## src/rtl/cart_rom_fetch.sv

```systemverilog
// cart_rom_fetch: bridges the cart mapper's combinational ROM lookups to SDRAM
// through a single line buffer, and forwards ROM download bytes into SDRAM.
module cart_rom_fetch #(
  parameter int ADDR_W     = 25,
  parameter int LINE_BYTES = 8,
  parameter int MEM_W      = 8 * LINE_BYTES
) (
  input  logic              clk_sys,
  input  logic              reset_n,
  input  logic              pclk0,
  input  logic [ADDR_W-1:0] rom_address,
  input  logic              cart_read,
  input  logic [31:0]       cart_size,
  output logic [7:0]        rom_din,
  output logic              rom_wait,
  input  logic              ioctl_download,
  input  logic              ioctl_wr,
  input  logic [ADDR_W-1:0] ioctl_addr,
  input  logic [7:0]        ioctl_data,
  output logic              ioctl_wait,
  output logic              mem_req,
  output logic              mem_we,
  output logic [ADDR_W-1:0] mem_addr,
  output logic [7:0]        mem_wdata,
  input  logic              mem_ack,
  input  logic [MEM_W-1:0]  mem_rdata
);

  localparam int OFF   = $clog2(LINE_BYTES);
  localparam int TAG_W = ADDR_W - OFF;

  typedef enum logic [1:0] {S_IDLE, S_RD, S_WR} state_t;

  state_t            state, state_nx;
  logic [MEM_W-1:0]  line_buf;
  logic [TAG_W-1:0]  tag;
  logic              line_valid;
  logic [ADDR_W-1:0] rd_addr;
  logic [ADDR_W-1:0] wr_addr;
  logic [7:0]        wr_data;
  logic              pend_wr;     // write latched during a read, issued after it
  logic              dl_q;
  logic [7:0]        rom_din_r;
  logic              rom_wait_r;

  // Lookups are evaluated every clock, so the bus strobe carries no extra information.
  logic unused_pclk0;
  assign unused_pclk0 = pclk0;

  logic [31:0]  addr32;
  logic         oor;
  logic         hit;
  logic         rd_miss;
  logic [OFF+2:0] sel;
  logic [7:0]   hit_byte;
  logic         wr_accept;
  logic         wr_in_line;

  assign addr32     = 32'(rom_address);
  assign oor        = addr32 >= cart_size;
  assign hit        = line_valid && (tag == rom_address[ADDR_W-1:OFF]);
  assign rd_miss    = cart_read && !ioctl_download && !oor && !hit;
  assign sel        = {rom_address[OFF-1:0], 3'b000};
  assign hit_byte   = line_buf[sel +: 8];
  // A second strobe while a write is still outstanding is dropped.
  assign wr_accept  = ioctl_wr && !ioctl_wait;
  assign wr_in_line = line_valid && (wr_addr[ADDR_W-1:OFF] == tag);

  // State register.
  always_ff @(posedge clk_sys or negedge reset_n) begin
    if (!reset_n) state <= S_IDLE;
    else          state <= state_nx;
  end

  // Next state: writes win over reads in IDLE; a fetch in flight always completes.
  always_comb begin
    state_nx = state;
    case (state)
      S_IDLE: begin
        if (pend_wr || wr_accept) state_nx = S_WR;
        else if (rd_miss)         state_nx = S_RD;
      end
      S_RD:    if (mem_ack) state_nx = S_IDLE;
      S_WR:    if (mem_ack) state_nx = S_IDLE;
      default: state_nx = S_IDLE;
    endcase
  end

  // Memory-side and handshake outputs decoded from state; request is level until the ack.
  always_comb begin
    mem_req    = 1'b0;
    mem_we     = 1'b0;
    mem_addr   = '0;
    mem_wdata  = '0;
    ioctl_wait = pend_wr;
    case (state)
      S_RD: begin
        mem_req  = 1'b1;
        mem_addr = rd_addr;
      end
      S_WR: begin
        mem_req    = 1'b1;
        mem_we     = 1'b1;
        mem_addr   = wr_addr;
        mem_wdata  = wr_data;
        ioctl_wait = 1'b1;
      end
      default: ;
    endcase
    rom_din  = ioctl_download ? 8'hFF : rom_din_r;
    rom_wait = rom_wait_r && !ioctl_download;
  end

  // Line buffer, pending write, and the registered byte presented to the mapper.
  always_ff @(posedge clk_sys or negedge reset_n) begin
    if (!reset_n) begin
      line_buf   <= '0;
      tag        <= '0;
      line_valid <= 1'b0;
      rd_addr    <= '0;
      wr_addr    <= '0;
      wr_data    <= '0;
      pend_wr    <= 1'b0;
      dl_q       <= 1'b0;
      rom_din_r  <= 8'hFF;
      rom_wait_r <= 1'b0;
    end else begin
      dl_q <= ioctl_download;

      if (wr_accept) begin
        wr_addr <= ioctl_addr;
        wr_data <= ioctl_data;
      end
      if (wr_accept && state == S_RD)                pend_wr <= 1'b1;
      else if (state == S_IDLE && state_nx == S_WR)  pend_wr <= 1'b0;

      if (state == S_IDLE && state_nx == S_RD)
        rd_addr <= {rom_address[ADDR_W-1:OFF], {OFF{1'b0}}};

      if (state == S_RD && mem_ack) begin
        line_buf   <= mem_rdata;
        tag        <= rd_addr[ADDR_W-1:OFF];
        line_valid <= 1'b1;
      end
      // A byte written into the buffered line makes the copy stale.
      if (state == S_WR && mem_ack && wr_in_line) line_valid <= 1'b0;
      // A new download may replace the whole image.
      if (ioctl_download && !dl_q) line_valid <= 1'b0;

      if (ioctl_download || oor) rom_din_r <= 8'hFF;
      else if (hit)              rom_din_r <= hit_byte;

      // Wait is only re-evaluated between memory transactions.
      if (state == S_IDLE) rom_wait_r <= rd_miss;
    end
  end

endmodule
```

## config.mk

```make
export PLATFORM = sky130hd
export DESIGN_NAME = cart_rom_fetch
export DESIGN_NICKNAME = d
export VERILOG_FILES = /design/src/rtl/cart_rom_fetch.sv
export SDC_FILE = /design/constraint.sdc
export NUM_CORES = 1
export LEC_CHECK = 0
export BUFFER_PORTS_ARGS = -buffer_cell sky130_fd_sc_hd__buf_2
export CAP_MARGIN = 20
export CORE_MARGIN = 2
export CORE_UTILIZATION = 45
export DETAILED_ROUTE_END_ITERATION = 10
export PLACE_DENSITY = 0.74
export SYNTH_ARGS = -nofsm -noshare
export SYNTH_HDL_FRONTEND = slang
export SYNTH_SLANG_ARGS = --single-unit
```

## constraint.sdc

```tcl
create_clock -name clk_sys -period 3.7 [get_ports clk_sys]
set_input_delay 0.185 -clock clk_sys [delete_from_list [all_inputs] [get_ports clk_sys]]
set_output_delay 0.185 -clock clk_sys [all_outputs]
set_load 0.02 [all_outputs]
```

==> results.json, run 1 <==
{
  "outcome": "complete, no violations",
  "firstDrtPassIters": 4,
  "die_h_um": 138,
  "ios": 206,
  "cts_inserted_buffers": 17,
  "irDropWorstVdd_uv": 393,
  "synth_top_cell_by_area": "dfrtp_1",
  "rsz0062_at_grt": "no",
  "critical_path_buf_inv_count": 1,
  "vias": 5946,
  "io_buffer_count": 204,
  "start_util": 0.455,
  "synth_edf_count": 0,
  "syn_nets": 803,
  "tightest_slew_ns": 0.888,
  "synthArstFlopShare": 1.00,
  "wl_per_cell_um": 17.8,
  "grt_pass1_vias": 6269,
  "clock_path_buffers": 2,
  "fin_worst_skew_ns": 0.00722,
  "ys.flop_type": "dfrtp_1",
  "start_kind": "flip-flop",
  "synth_area_leaders": "dfrtp_1 (45%), mux2_2 (18%), ha_1 (4.5%)",
  "multi_input_area_um2": 3960,
  "crit_chain": "xnor2_1 -> nand4_1 -> or4_4 -> o41ai_4 -> nor3_2 -> o2111ai_4 -> buf_4 -> mux2_2",
  "grt_pass1_wl_mm": 32.7,
  "drcViolationCount": 0,
  "setup_violations": 0,
  "cts_tree": "done",
  "post_cts_buffers": 0,
  "yosysMostFrequentCell": "dfrtp_1",
  "grt_use_total": 0.219,
  "synth_seq_area_share": 0.481,
  "grt_overflow": 0,
  "layout.nets": 1103,
  "cts_root_buffer": "clkbuf_16",
  "totalWireLength_mm": 20.6,
  "avgSynthCellArea_um2": 13.2,
  "grt_max_degree": 100,
  "synth.cell_area_um2": 8090,
  "core_area_um2": 17800,
  "end_kind": "flip-flop",
  "fillerInstances": 1373,
  "h-tree-depth": 4,
  "fin_crit_ns": 2.96,
  "clock_latency_ns": 0.42,
  "cp_slowest_stage_delay_ns": 0.46,
  "setup_slack_ns": 0.739,
  "whs_ns": 0.0283,
  "die_x_um": 138,
  "netlist_top_cells_count": "dfrtp_1 (147), mux2_2 (130), xnor2_1 (36), inv_1 (31), ha_1 (29)",
  "power_leakage_uw": 0.00517,
  "row_count": 49,
  "slowest_stage": "or4_4",
  "arrival_ns": 3.27,
  "synth_top_area_frac": 0.455,
  "drt_iter0_markers": 241,
  "ys_ff_latch": 155,
  "clock_sinks": 155,
  "antenna_found_initial": 1,
  "setup.worst_path.start": "tag[5]",
  "hpwlAfterDp_mm": 14.0,
  "gp_congestion": 0.837,
  "crit_type": "flip-flop to flip-flop",
  "synth.distinct_cells": 47,
  "max_freq_ghz": 0.338,
  "utilization": 0.616,
  "maxCapViolations": 0,
  "num_antenna_cells": 0,
  "ant_nets": 0,
  "hold_path.startpoint": "ioctl_download",
  "syn2layout_area_growth_pct": 35.5,
  "cp_top_family": "simple AND/OR/NAND/NOR gates",
  "slew_viol_final": 0,
  "power.density_nw_per_um2": 751,
  "seq_area_um2": 3890,
  "r2r-start": "tag[5]",
  "finalSetupTns_ns": 0,
  "synth_cells": 613,
  "design_area_um2": 11000,
  "via_per_inst": 5.15,
  "pre_cts_ws_ns": 0.446,
  "hp-class": "input pin to flip-flop",
  "dieArea_um2": 19100,
  "cp.required_ns": 4.01,
  "worst-path-max-fanout": 22,
  "hold_viol": 0,
  "dpl_cell_area_um2": 9390,
  "layout-drive-gt1-share": 0.475,
  "timing.final.crit_share": 0.800,
  "slew_headroom": 0.408,
  "clk_pin_slew_ns": 0.06,
  "yosysWarnings": 0
}
## where the power goes
part           switching (uW)  total [uW]  internal (uW)
Sequential                578        3090           2510
Combinational            1470        3340           1870
Clock                     745        1800           1050
Total                    2800        8230           5430
## worst paths after layout
path	to	slack, ns	cells after the start
max	rd_addr[24]	0.74	8
min	dl_q	0.03	1
max reg2reg	rd_addr[24]	0.74	8
min reg2reg	wr_addr[0]	0.50	1
max in group asynchronous	rom_din_r[7]	2.22	3
min in group asynchronous	rd_addr[11]	0.44	2
## state kept, by name, summed over array words and instances, names as in the netlist
signal / flops
pend_wr: 1
line_buf: 64
rom_din_r: 8
rom_wait_r: 1
wr_data: 8
wr_addr: 25
tag: 22
rd_addr: 22
line_valid: 1
dl_q: 1
state: 2
## final cells by class
| cell class | instances | share of cell area |
|---|---|---|
| flip-flops and latches | 155 | 0.355 |
| well taps | 229 | 0.0262 |
| multi-input cells | 396 | 0.362 |
| inverters | 31 | 0.0106 |
| clock buffers | 19 | 0.0413 |
| repair buffers | 312 | 0.191 |
| clock inverters | 13 | 0.0144 |
## kinds of logic after synthesis
logic type / count (synthesis) / share of synthesized area
AOI/OAI and AO/OA: 55 / 0.0558
xor gates and xnor gates: 44 / 0.0476
adders and majority gates: 29 / 0.0449
buffers and inverters: 62 / 0.0308
DFF: 155 / 0.481
muxes: 174 / 0.273
and+or+nand+nor: 94 / 0.0676
## metrics by stage
step,cells,power (uW)
6_report,1155,8230
3_5_place_dp,1027,6380
4_1_cts,1155,8280
5_1_grt,1155,8720
3_3_place_gp,1027,6280
2_1_floorplan,613,5450
## timing repair
item,CTS,global route
hold buffers,96,0
endpoints found under the hold margin,187,0
gates resized for setup,0,0
## placed cells by master, fill, tap and decap left out, drive strengths merged, types with 2 or more instances in the layout
cell type / instances
a2111oi: 2
a21o: 2
a21oi: 9
a22oi: 23
and2: 11
buf: 216
bufinv: 2
clkbuf: 19
clkinv: 5
dfrtp: 147
dfstp: 8
dlygate4sd3: 96
ha: 29
inv: 37
mux2: 150
mux2i: 8
mux4: 16
nand2: 19
nand4: 11
nor2: 4
nor2b: 26
nor4: 4
o21a: 4
o21ai: 3
o22ai: 2
o41ai: 2
or2: 10
or4: 3
xnor2: 36
xor2: 8
## metal layers
layer  global-route usage  part of all wire  vias up
li1                     -                 -     2794
met1                0.270              0.41     2903
met2                0.380              0.50      217
met3               0.0526             0.069       30
met4               0.0747             0.020        2
met5                    0           0.00034        -
No activity file was read; power rests on OpenSTA's default activity.
==> run 2: changes to the inputs <==
==> constraint.sdc (replaced) <==
create_clock -name clk_sys -period 3.1 [get_ports clk_sys]
set_input_delay 0.155 -clock clk_sys [delete_from_list [all_inputs] [get_ports clk_sys]]
set_output_delay 0.155 -clock clk_sys [all_outputs]
set_load 0.02 [all_outputs]
==> results.json, run 2 (same netlist as run 1, synthesis figures left out) <==
{
  "hp-class": "input pin to flip-flop",
  "ios": 206,
  "io_buffer_count": 204,
  "finalSetupTns_ns": 0,
  "slew_viol_final": 0,
  "fillerInstances": 1391,
  "rr_endpoint": "rd_addr[3]",
  "worst-path-max-fanout": 18,
  "power.density_nw_per_um2": 894,
  "cts_inserted_buffers": 17,
  "start_kind": "flip-flop",
  "layout-drive-gt1-share": 0.476,
  "largest_reg_flops": 64,
  "core_area_um2": 17800,
  "clk_pin_slew_ns": 0.07,
  "fin_crit_ns": 2.77,
  "setup_violations": 0,
  "start_util": 0.455,
  "num_antenna_cells": 0,
  "tightest_slew_ns": 0.592,
  "arrival_ns": 3.06,
  "die_h_um": 138,
  "r2r_slack_ns": 0.33,
  "fin_worst_skew_ns": 0.0100,
  "maxCapViolations": 0,
  "clock_latency_ns": 0.42,
  "clock_sinks": 155,
  "layout.nets": 1109,
  "timing.final.crit_share": 0.893,
  "via_per_inst": 5.15,
  "power_leakage_uw": 0.00520,
  "hold_path.startpoint": "rom_address[16]",
  "gp_congestion": 0.841,
  "end_kind": "flip-flop",
  "dieArea_um2": 19100,
  "firstDrtPassIters": 4,
  "min_delay_worst_endpoint": "rd_addr[16]",
  "dp.cells": 1031,
  "antenna_found_initial": 1,
  "cp_slowest_stage_delay_ns": 0.51,
  "final_common_cell": "buf_2",
  "outcome": "complete, no violations",
  "drt_iter0_markers": 253,
  "post_cts_buffers": 0,
  "grt_pass1_wl_mm": 33.6,
  "h-tree-depth": 4,
  "fin_cells": 1161,
  "r2r-start": "tag[4]",
  "slowest_stage": "or4_4",
  "ant_nets": 0,
  "hold_viol": 0,
  "rsz0062_at_grt": "no",
  "max_freq_ghz": 0.361,
  "syn2layout_area_growth_pct": 36.1,
  "cts_root_buffer": "clkbuf_16",
  "die_x_um": 138,
  "totalWireLength_mm": 21.1,
  "grt_pass1_vias": 6465,
  "grt_max_degree": 68,
  "layout_top_registers": "line_buf x64, wr_addr x25",
  "cp_top_family": "simple AND/OR/NAND/NOR gates",
  "cp.required_ns": 3.40,
  "row_count": 49,
  "crit_chain": "xnor2_1 -> nand2_1 -> or4_4 -> o41ai_4 -> nor3_2 -> o2111ai_4 -> buf_12 -> mux2_2",
  "cts_tree": "done",
  "slew_headroom": 0.595,
  "grt_use_total": 0.225,
  "total_power_uw": 9840,
  "crit_type": "flip-flop to flip-flop",
  "hpwlAfterDp_mm": 14.3,
  "grt_overflow": 0,
  "drcViolationCount": 0,
  "irDropWorstVdd_uv": 524,
  "top_register": "line_buf",
  "whs_path_depth": 2,
  "wl_per_cell_um": 18.2,
  "clock_path_buffers": 2,
  "r2r_cells": 8,
  "layout_common_cells": "buf_2 (203), dfrtp_1 (147), mux2_2 (130)",
  "critical_path_buf_inv_count": 1,
  "vias": 5974
}
[run 2: cell types whose count changed in the layout (fill, tap and decap cells not counted), sizes merged]
cell         previous run  this run
dlygate4sd3            96        98
buf                   216       220
clkbuf                 19        17
clkinv                  5         7
[run 2: stage by stage]
stage	instance area, um2	util	hold WS, ns	worst slack (ns)
floorplan	8090	-	-0.141	0.0642
global placement	9440	0.531	0.181	0.111
detailed placement	9440	0.531	0.178	0.0586
CTS	11000	0.619	0.00786	0.309
global route	11000	0.619	0.0135	0.184
finish	11000	0.619	0.0266	0.332
[run 2: worst max-delay path by stage]
stage / startpoint / endpoint / slack, ns / cells after the start
floorplan: rom_address[0] / rd_addr[10] / 0.06 / 12
finish: tag[4] / rd_addr[3] / 0.33 / 8
detailed placement: rom_address[15] / rd_addr[3] / 0.06 / 10
CTS: tag[4] / rd_addr[3] / 0.31 / 8
global placement: rom_address[0] / rd_addr[9] / 0.11 / 12
global route: state[0] / rd_addr[3] / 0.18 / 10
[run 2: what timing repair did]
action | CTS | global route
gates resized for setup | 0 | 0
endpoints found under the hold margin | 151 | 0
hold buffers | 98 | 0
[run 2: where the power goes]
group | switching (uW) | internal [uW] | total, uW
Sequential | 709 | 3000 | 3710
Clock | 881 | 1210 | 2090
Combinational | 1790 | 2260 | 4040
[run 2: worst reg2reg max path, delay by kind of cell (launching register included)]
kind	cells	cell delay (ns)
AOI/OAI and AO/OA	2	0.69
xor gates and xnor gates	1	0.24
buffers and inverters	1	0.22
DFF	1	0.41
muxes	1	0.36
and+or+nand+nor	3	0.72
[run 2: final cells by class]
type                       instances  area, um2  area share
inverter                          31        116      0.0106
clock inverter                    15        164      0.0149
timing repair buffer             318       2170       0.197
sequential                       155       3890       0.353
clock buffer                      17        425      0.0386
multi-input combinational        396       3960       0.360
tap                              229        287      0.0260
[run 2: layer usage]
metal	vias to the layer above	routed length, um	track usage
met4	0	468	0.0747
li1	2805	-	-
met3	32	1360	0.0551
met1	2926	8650	0.271
met2	211	10700	0.397
met5	-	0	0
